`config.mk`:
```
export PLATFORM = sky130hd
export DESIGN_NAME = readout_packet_receiver
export DESIGN_NICKNAME = d
export VERILOG_FILES = /design/src/rtl/readout_packet_receiver.sv
export SDC_FILE = /design/constraint.sdc
export NUM_CORES = 1
export LEC_CHECK = 0
export BUFFER_PORTS_ARGS = -buffer_cell sky130_fd_sc_hd__buf_4
export CELL_PAD_IN_SITES_DETAIL_PLACEMENT = 2
export CELL_PAD_IN_SITES_GLOBAL_PLACEMENT = 2
export CORE_MARGIN = 2
export CORE_UTILIZATION = 41
export CTS_CLUSTER_SIZE = 8
export DETAILED_ROUTE_END_ITERATION = 6
export GPL_TIMING_DRIVEN = 0
export PLACE_DENSITY_LB_ADDON = 0.1
export SLEW_MARGIN = 5
export SYNTH_ARGS = -nofsm -noshare
export SYNTH_HDL_FRONTEND = slang
export SYNTH_SLANG_ARGS = --single-unit
```
`constraint.sdc`:
```
create_clock -name clk -period 9.09 [get_ports clk]
set_clock_uncertainty 0.2 [all_clocks]
set_input_delay 1.818 -clock clk [delete_from_list [all_inputs] [get_ports clk]]
set_output_delay 1.818 -clock clk [all_outputs]
set_load 0.02 [all_outputs]
```
`src/rtl/readout_packet_receiver.sv`:
```
// readout_packet_receiver
//   Receive end of the chip read-out serial link. Deframes packets arriving
//   MSB first on dat_i (start bit, chip ID, payload), stores them in a
//   first-word-fall-through FIFO and throttles the sender through xoff_o.
//   The FIFO head is offered on a valid/ready port with the register-read
//   fields decoded.
// Ports
//   clk          serial bit clock, everything sampled on posedge
//   rst          synchronous reset, active-high
//   en           receiver enable; low holds the deframer idle
//   dat_i        serial data, idle level 0
//   xoff_o       registered flow-control to the sender (1 = stop)
//   out_valid    FIFO head holds a packet
//   out_ready    consumer accepts the head when out_valid is high
//   out_id       chip ID of the head packet
//   out_payload  payload of the head packet
//   out_is_reg   head payload type is a register read (4'b1000)
//   out_reg_addr register address field of the head payload
//   out_reg_serr register soft-error flag of the head payload
//   out_reg_data register data field of the head payload
//   overflow     sticky: a completed packet was dropped on a full FIFO
//   pkt_count    packets written into the FIFO, wraps around
module readout_packet_receiver #(
   parameter int unsigned ID_WIDTH      = 5,
   parameter int unsigned PAYLOAD_WIDTH = 54,
   parameter int unsigned LOG_DEPTH     = 3,
   parameter int unsigned XOFF_MARGIN   = 2
) (
   input  logic                     clk,
   input  logic                     rst,
   input  logic                     en,
   input  logic                     dat_i,
   output logic                     xoff_o,
   output logic                     out_valid,
   input  logic                     out_ready,
   output logic [ID_WIDTH-1:0]      out_id,
   output logic [PAYLOAD_WIDTH-1:0] out_payload,
   output logic                     out_is_reg,
   output logic [6:0]               out_reg_addr,
   output logic                     out_reg_serr,
   output logic [31:0]              out_reg_data,
   output logic                     overflow,
   output logic [15:0]              pkt_count
);

   localparam int unsigned WORD_W = ID_WIDTH + PAYLOAD_WIDTH;
   localparam int unsigned CNT_W  = $clog2(WORD_W);
   localparam int unsigned DEPTH  = 2 ** LOG_DEPTH;

   localparam logic [CNT_W-1:0]   LAST_BIT   = CNT_W'(WORD_W - 1);
   localparam logic [LOG_DEPTH:0] FULL_LEVEL = (LOG_DEPTH + 1)'(DEPTH);
   localparam logic [LOG_DEPTH:0] XOFF_LEVEL = (LOG_DEPTH + 1)'(DEPTH - XOFF_MARGIN);

   typedef enum logic {
      IDLE,
      SHIFT
   } state_t;

   state_t              state;
   logic [CNT_W-1:0]    bit_cnt;
   // The final bit is taken straight from dat_i on the write edge, so only
   // WORD_W-1 bits ever need to be held.
   logic [WORD_W-2:0]   shreg;

   logic                wr_req;
   logic [WORD_W-1:0]   wr_word;

   logic [WORD_W-1:0]   mem [DEPTH];
   logic [LOG_DEPTH-1:0] wr_ptr;
   logic [LOG_DEPTH-1:0] rd_ptr;
   logic [LOG_DEPTH:0]  occ;
   logic [LOG_DEPTH:0]  occ_next;
   logic                full;
   logic                pop;
   logic                wr_ok;
   logic                drop;
   logic [WORD_W-1:0]   head;

   //------------------------------------------------------------------
   // Deframer
   //------------------------------------------------------------------
   always_ff @(posedge clk) begin
      if (rst) begin
         state   <= IDLE;
         bit_cnt <= '0;
         shreg   <= '0;
      end else begin
         case (state)
            IDLE: begin
               if (en && dat_i) begin
                  state   <= SHIFT;
                  bit_cnt <= '0;
               end
            end
            SHIFT: begin
               if (!en) begin
                  state <= IDLE;
               end else begin
                  shreg <= {shreg[WORD_W-3:0], dat_i};
                  if (bit_cnt == LAST_BIT) begin
                     state <= IDLE;
                  end else begin
                     bit_cnt <= bit_cnt + 1'b1;
                  end
               end
            end
            default: state <= IDLE;
         endcase
      end
   end

   // Write strobe is asserted during the cycle whose edge samples the last bit.
   assign wr_req  = (state == SHIFT) && en && (bit_cnt == LAST_BIT);
   assign wr_word = {shreg, dat_i};

   //------------------------------------------------------------------
   // Packet FIFO
   //------------------------------------------------------------------
   assign full      = (occ == FULL_LEVEL);
   assign out_valid = (occ != '0);
   assign pop       = out_valid && out_ready;
   // A pop in the same cycle frees the slot, so a full FIFO can still accept.
   assign wr_ok     = wr_req && (!full || pop);
   assign drop      = wr_req && full && !pop;

   always_comb begin
      occ_next = occ;
      case ({wr_ok, pop})
         2'b10:   occ_next = occ + 1'b1;
         2'b01:   occ_next = occ - 1'b1;
         default: occ_next = occ;
      endcase
   end

   always_ff @(posedge clk) begin
      if (wr_ok) begin
         mem[wr_ptr] <= wr_word;
      end
   end

   always_ff @(posedge clk) begin
      if (rst) begin
         wr_ptr    <= '0;
         rd_ptr    <= '0;
         occ       <= '0;
         xoff_o    <= 1'b0;
         overflow  <= 1'b0;
         pkt_count <= '0;
      end else begin
         if (wr_ok) begin
            wr_ptr    <= wr_ptr + 1'b1;
            pkt_count <= pkt_count + 16'd1;
         end
         if (pop) begin
            rd_ptr <= rd_ptr + 1'b1;
         end
         if (drop) begin
            overflow <= 1'b1;
         end
         occ    <= occ_next;
         xoff_o <= (occ_next >= XOFF_LEVEL);
      end
   end

   //------------------------------------------------------------------
   // Head presentation and register-read decode (zero when empty)
   //------------------------------------------------------------------
   assign head = mem[rd_ptr];

   always_comb begin
      out_id       = '0;
      out_payload  = '0;
      out_is_reg   = 1'b0;
      out_reg_addr = '0;
      out_reg_serr = 1'b0;
      out_reg_data = '0;
      if (out_valid) begin
         out_id       = head[WORD_W-1 -: ID_WIDTH];
         out_payload  = head[PAYLOAD_WIDTH-1:0];
         out_is_reg   = (head[53:50] == 4'b1000);
         out_reg_addr = head[48:42];
         out_reg_serr = head[49];
         out_reg_data = head[33:2];
      end
   end

endmodule

```
* Word level (Yosys, flattened, before mapping)
Memory sizes are Yosys's and may differ from the RTL's. A register that Yosys moved wholly into a read port is not among the register bits.
Cells that the tools add are included.
W data, S select, Z words.
** Operators by class
- Equal/unequal tests :: 8
- Reduce and logical (&&, ||, !) cells :: 13
- Mux-type cells :: 19
- Order comparisons :: 1
- $add $sub $neg :: 6
- Bitwise logic cells :: 1
** Operator list (count)
- $mux W54 :: 1
- $mux W32 :: 1
- $mux W6 :: 3
- $add A16 B1 Y16 const B :: 1
- $pmux W6 S2 :: 1
- $eq A4 B4 Y1 const B :: 2
- $pmux W4 S2 :: 1
- $logic_and A1 B1 Y1 :: 7
- $mux W1 :: 7
- $mux W7 :: 1
- $add A3 B1 Y3 const B :: 2
- $add A6 B1 Y6 const B :: 1
- $eq A6 B6 Y1 const B :: 1
- $mux W3 :: 2
- $ne A2 B2 Y1 const B :: 3
- $mux W5 :: 1
- $add A4 B1 Y4 const B :: 1
- $ge A4 B3 Y1 const B :: 1
- $reduce_bool A4 Y1 :: 1
- $sub A4 B1 Y4 const B :: 1
- $reduce_and A3 Y1 :: 1
- $eq A2 B1 Y1 const B :: 1
- $eq A2 B2 Y1 const B :: 1
- $logic_not A1 Y1 :: 2
- 4 further kinds :: 4
** Word-level totals
- Register bits after elaboration :: 93
- Word-level logic and storage cells :: 58
- Memories kept :: 1
- Bits in writable memories :: 472
- Output and inout bits :: 119
- Bits of input ports :: 5
** Memories
- mem :: depth 8, bits a word 59, read ports 1, clocked after memory_dff 1, wr ports 1, line 68 : logic [WORD_W-1:0] mem [DEPTH];

* Depth between registers and ports, before layout
- Word-level depth :: 7
- Mapped depth :: 10
- Gate-level depth less buffers :: 10

* Worst setup path before layout
No wires, ideal clock.
- Path type :: input port to flip-flop
- Start point :: input en
- End point :: memory mem[0][0] (netlist name) (enable)
- Stages on the path :: 4
- Slack :: 0.234 ns
- Required time :: 8.268 ns
- Arrival :: 8.035 ns
- Cells stage by stage :: nand4_1 > nor2_2 > nand2_1 > nor4_1
** Between the ends
- Word-level cells in the longest chain between the ends :: 5
** Ends and longest elaborated chain
- start: declaration :: line 31 : input logic en,
- $logic_and A1 B1 Y1 (2 in series) :: line 113 : assign wr_req = (state == SHIFT) && en && (bit_cnt == LAST_BIT);
- $logic_and A1 B1 Y1 :: line 123 : assign wr_ok = wr_req && (!full || pop);
- $mux W1 :: line 136 : if (wr_ok) begin
- $mux W1 (not written as such) :: line 137 : mem[wr_ptr] <= wr_word;
- end: declaration :: line 68
No other way between the ends.

* Worst setup path after layout
- Start point :: register occ[1]
- End point :: output out_payload[51]
** Between the ends
- Word-level cells in the longest chain between the ends :: 2
** Ends and longest elaborated chain
- start: declaration :: line 71 : logic [LOG_DEPTH:0] occ;
- start signal: assignment :: line 160 : occ <= occ_next;
- $reduce_bool A4 Y1 :: line 120 : assign out_valid = (occ != '0);
- $mux W54 :: line 177 : if (out_valid) begin
- end: declaration :: line 37 : output logic [PAYLOAD_WIDTH-1:0] out_payload,
No other way between the ends.

==> results.md <==
Pwr:
- Dividing total power by cell area gives a power density of ~230 nW/um^2.
- After layout, the design draws a total of 0.00623 W.
- The analysis attributes to cell leakage a power of 9.65 nW.
- The maximum VDD drop is around 0.12 mV.

Finish:
- For this run, the share of the core covered by cells in the final layout is 0.507.
- After filler insertion, the fill cell instance count of the layout stands at ~4.7k.
- Relative to the synthesized area, the layout overhead comes to 22.0%.
- Summing all multi-input logic gate instances after layout gives between 5000 and 6000 um^2.
- The fraction of final layout cells with drive strength greater than 1 is 0.290.
- After routing the design area is 26700 um^2.
- Excluding fillers, the count of instances in the completed layout stands at ~2.3k.
- Summing all flip-flop and latch instances after layout gives between 15000 and 20000 um^2.
- In the final design database the tool counted approximately 1.5k nets.
- The antenna cell count is 0.

Timing:
- Setup violations remaining at the end of the flow were counted as 0.
- The slew at the pin closest to its max-slew limit is 1270 ps.
- Of the available clock period, the critical path in the final layout requires 0.645.
- Setup repair after global routing left no endpoint under its margin.
- After layout, the minimum clock period comes to 5870 ps.
- The count of final hold-check violations is 0.
- The headroom to the max-slew limit is 0.145.
- The maximum frequency from static timing analysis is 170 MHz.
- The number of pins exceeding their max-slew limit in the final report is 0.

Clock tree:
- CTS placed an instance of sky130_fd_sc_hd__clkbuf_16 at the clock tree root.
- CTS saw roughly 570 sinks.
- In this run, post-CTS repair resized a total of 0 instances.
- The clock-pin transition on the worst setup and hold timing paths is around 50 ps.
- The clock passes through at most 3 buffers.
- TritonCTS built the clock tree.
- In this run the number of H-tree levels came out at 3.
- Once the clock tree was built, the setup fixing pass inserted 0 buffers.
- The insertion delay to the later sink of the worst-skew pair is 610 ps.
- Hold repair after CTS inserted 0 buffers.
- The number of buffers created by CTS is 80.

Global route:
- The number of antenna violations at the first check in global routing is 0.
- Across every metal layer, demand over resource in global routing totals 0.217.
- The wire length of the first global-routing pass is roughly 89000 um.
- Global routing finished with a remaining overflow of 0.
- Entering global routing, the biggest net connects 24 pins.
- The via count of the first global-routing pass came to 13.8k.

Setup path:
- The critical path ends at out_payload[51].
- STA classifies the critical path startpoint as a flop.
- The endpoint class of the critical path is a primary output.
- The beginning of the worst register-to-register path is occ[0].
- At the worst endpoint, the required time is 7070 ps.
- The most critical setup path has its startpoint at occ[1].
- The critical path is of the flop to primary output type.
- The depth of the most critical reg-to-reg path is 8.
- STA puts the critical path data arrival time at roughly 3900 ps.
- The reg-to-reg critical path endpoint is mem[4][16].
- The minimum setup slack among reg-to-reg paths is between 5000 and 6000 ps.
- The maximum fanout along the worst path is 10.

Placement:
- The count of buffers from port buffering is between 100 and 150.
- Once placement finished, the instance area stood at between 20000 and 25000 um^2.
- The HPWL after detailed placement is between 30000 and 40000 um.
- Once placement completed, the tool counted placed cells totaling ~2.1k.
- The congestion estimate from routability-driven global placement came to slightly above 0.7.

Synthesis:
- The main flop type after synthesis is sky130_fd_sc_hd__edfxtp_1.
- The share of synthesized area in the top cell type comes to 0.648.
- The post-synthesis sequential element count is between 500 and 600.
- The number of enable-type register cells in the synthesized netlist is 472.
- The largest area contributor in the synthesized netlist is sky130_fd_sc_hd__edfxtp_1.
- The number of different library cells used by synthesis comes to 43.
- The yosys synthesis warning count is 0.
- The instance count of the mapped netlist is roughly 1.3k.
- Averaged over all synthesized cells, the footprint is ~18 um^2.
- The portion of the post-synthesis area used by sequential elements is 0.736.
- The mapped netlist covers around 22000 um^2.
- By area the synthesized netlist is led by sky130_fd_sc_hd__edfxtp_1 65%, sky130_fd_sc_hd__mux4_2 12%, sky130_fd_sc_hd__dfxtp_1 8.8%.
- Counting every net in the synthesized netlist gives between 1k and 1.5k.
- The async set-or-reset flop fraction in the synthesized netlist is 0.

Floorplanning:
- The die extent in x is approximately 240 um.
- The initial utilization of the core area, before any placement, comes to 0.416.
- The die covers roughly 55000 um^2.
- The region available for standard cell placement spans about 53000 um^2.
- The die boundary height is 235 um.
- Pin placement for this block handled ~120 I/O pins.
- The row count is 84.

Routing:
- The number of vias after detailed routing is about 12k.
- Dividing the detail-routed wire length by the instance count gives between 20 and 30 um.
- The count of nets left with antenna violations once routing finished came out at 0.
- The mean number of vias per cell is 5.32.
- The first routing iteration left approximately 750 violations.
- Summed over all layers, the routed wires come to between 50000 and 60000 um.
- The first detailed-routing pass ran for 5 iterations.
- For this run, design rule violations remaining after detail routing come to 0.

Job:
- The tool flagged a number of max-cap violations equal to 0.

Hold path:
- The worst hold path begins at overflow.
- The worst hold path belongs to the class flop to flop.

Status:
- The run finished with clean final reports.
## where the power goes
group | total, W | switching, W | internal [W]
Combinational | 0.000612 | 0.000385 | 0.000226
Clock | 0.00282 | 0.00109 | 0.00173
Sequential | 0.00280 | 0.00000797 | 0.00279
## Yosys cell counts (8+ instances only)
| cell | count |
|---|---|
| sky130_fd_sc_hd__dfxtp_1 | 96 |
| sky130_fd_sc_hd__mux4_2 | 118 |
| sky130_fd_sc_hd__edfxtp_1 | 472 |
| sky130_fd_sc_hd__buf_2 | 16 |
| sky130_fd_sc_hd__clkbuf_1 | 37 |
| sky130_fd_sc_hd__mux2i_1 | 61 |
| sky130_fd_sc_hd__buf_4 | 40 |
| sky130_fd_sc_hd__nand2_1 | 134 |
| sky130_fd_sc_hd__nor3_1 | 8 |
| sky130_fd_sc_hd__xnor2_1 | 8 |
| sky130_fd_sc_hd__nor2_1 | 94 |
| sky130_fd_sc_hd__xor2_1 | 10 |
| sky130_fd_sc_hd__a21oi_1 | 71 |
| sky130_fd_sc_hd__buf_1 | 10 |
## state kept, by name (all words and copies together), names as in the netlist, named ones only
name and cells:
occ 4, shreg 58, mem 472, bit_cnt 6, rd_ptr 3, wr_ptr 3
pkt_count 16, overflow 1, state 1, xoff_o 1
## metal layers
| layer | wire length (um) | global-route usage | vias to the layer above |
|---|---|---|---|
| met5 | 0 | 0 | - |
| met4 | 918 | 0.0627 | 0 |
| met3 | 2570 | 0.0365 | 63 |
| met2 | 29800 | 0.370 | 280 |
| met1 | 25200 | 0.287 | 6370 |
| li1 | - | - | 5323 |
## worst max-delay path, cell delays in order, from the launching register on
cell and delay (ps):
sky130_fd_sc_hd__dfxtp_1 300, sky130_fd_sc_hd__buf_2 180, sky130_fd_sc_hd__nor4_4 1030, sky130_fd_sc_hd__clkbuf_1 500, sky130_fd_sc_hd__buf_1 660, sky130_fd_sc_hd__nor2_1 300, sky130_fd_sc_hd__buf_4 240
## final cells by class
class / instances / area share
tap: 688 / 0.0323
buffer: 104 / 0.0213
inverter: 7 / 0.000984
multi-input combinational: 571 / 0.196
clock inverter: 2 / 0.000656
timing repair buffer: 178 / 0.0573
clock buffer: 145 / 0.0881
sequential: 568 / 0.603
## cells by family after synthesis
| group | after synthesis | synth area share |
|---|---|---|
| and+or+nand+nor | 277 | 0.0537 |
| AOI/OAI and AO/OA | 91 | 0.0235 |
| xor gates and xnor gates | 18 | 0.00721 |
| buffers and inverters | 111 | 0.0272 |
| adders and majority gates | 6 | 0.00343 |
| DFF | 568 | 0.736 |
| muxes | 179 | 0.149 |
## per-stage QoR
step | setup WS [ps] | hold WS (ps) | TNS, ps
after global routing | 3010 | 337 | 0
after floorplan | 234 | 254 | 0
after global placement | -7400 | 260 | -1324660
after CTS | 3020 | 288 | 0
after detailed placement | 3820 | 271 | 0
final | 3220 | 276 | 0
## worst min-delay path by stage
stage,slack (ps),cells after the start,end
floorplan,250,2,flop
global placement,260,2,overflow
detailed placement,270,2,overflow
CTS,290,2,overflow
global route,340,2,flop
finish,280,2,overflow
## layout by cell type (no fill, tap or decap), types with 7 or more instances in the layout
cell type	n
sky130_fd_sc_hd__buf_12	7
sky130_fd_sc_hd__clkbuf_1	97
sky130_fd_sc_hd__nand2_1	134
sky130_fd_sc_hd__buf_1	10
sky130_fd_sc_hd__mux4_2	118
sky130_fd_sc_hd__nand3_1	7
sky130_fd_sc_hd__buf_2	16
sky130_fd_sc_hd__nand4_1	7
sky130_fd_sc_hd__edfxtp_1	472
sky130_fd_sc_hd__inv_1	7
sky130_fd_sc_hd__buf_6	22
sky130_fd_sc_hd__xnor2_1	8
sky130_fd_sc_hd__dfxtp_1	96
sky130_fd_sc_hd__xor2_1	10
sky130_fd_sc_hd__clkbuf_16	85
sky130_fd_sc_hd__a21oi_1	71
sky130_fd_sc_hd__mux2i_1	61
sky130_fd_sc_hd__nor2_1	91
sky130_fd_sc_hd__buf_4	188
Power figures use the tool's default switching activity.
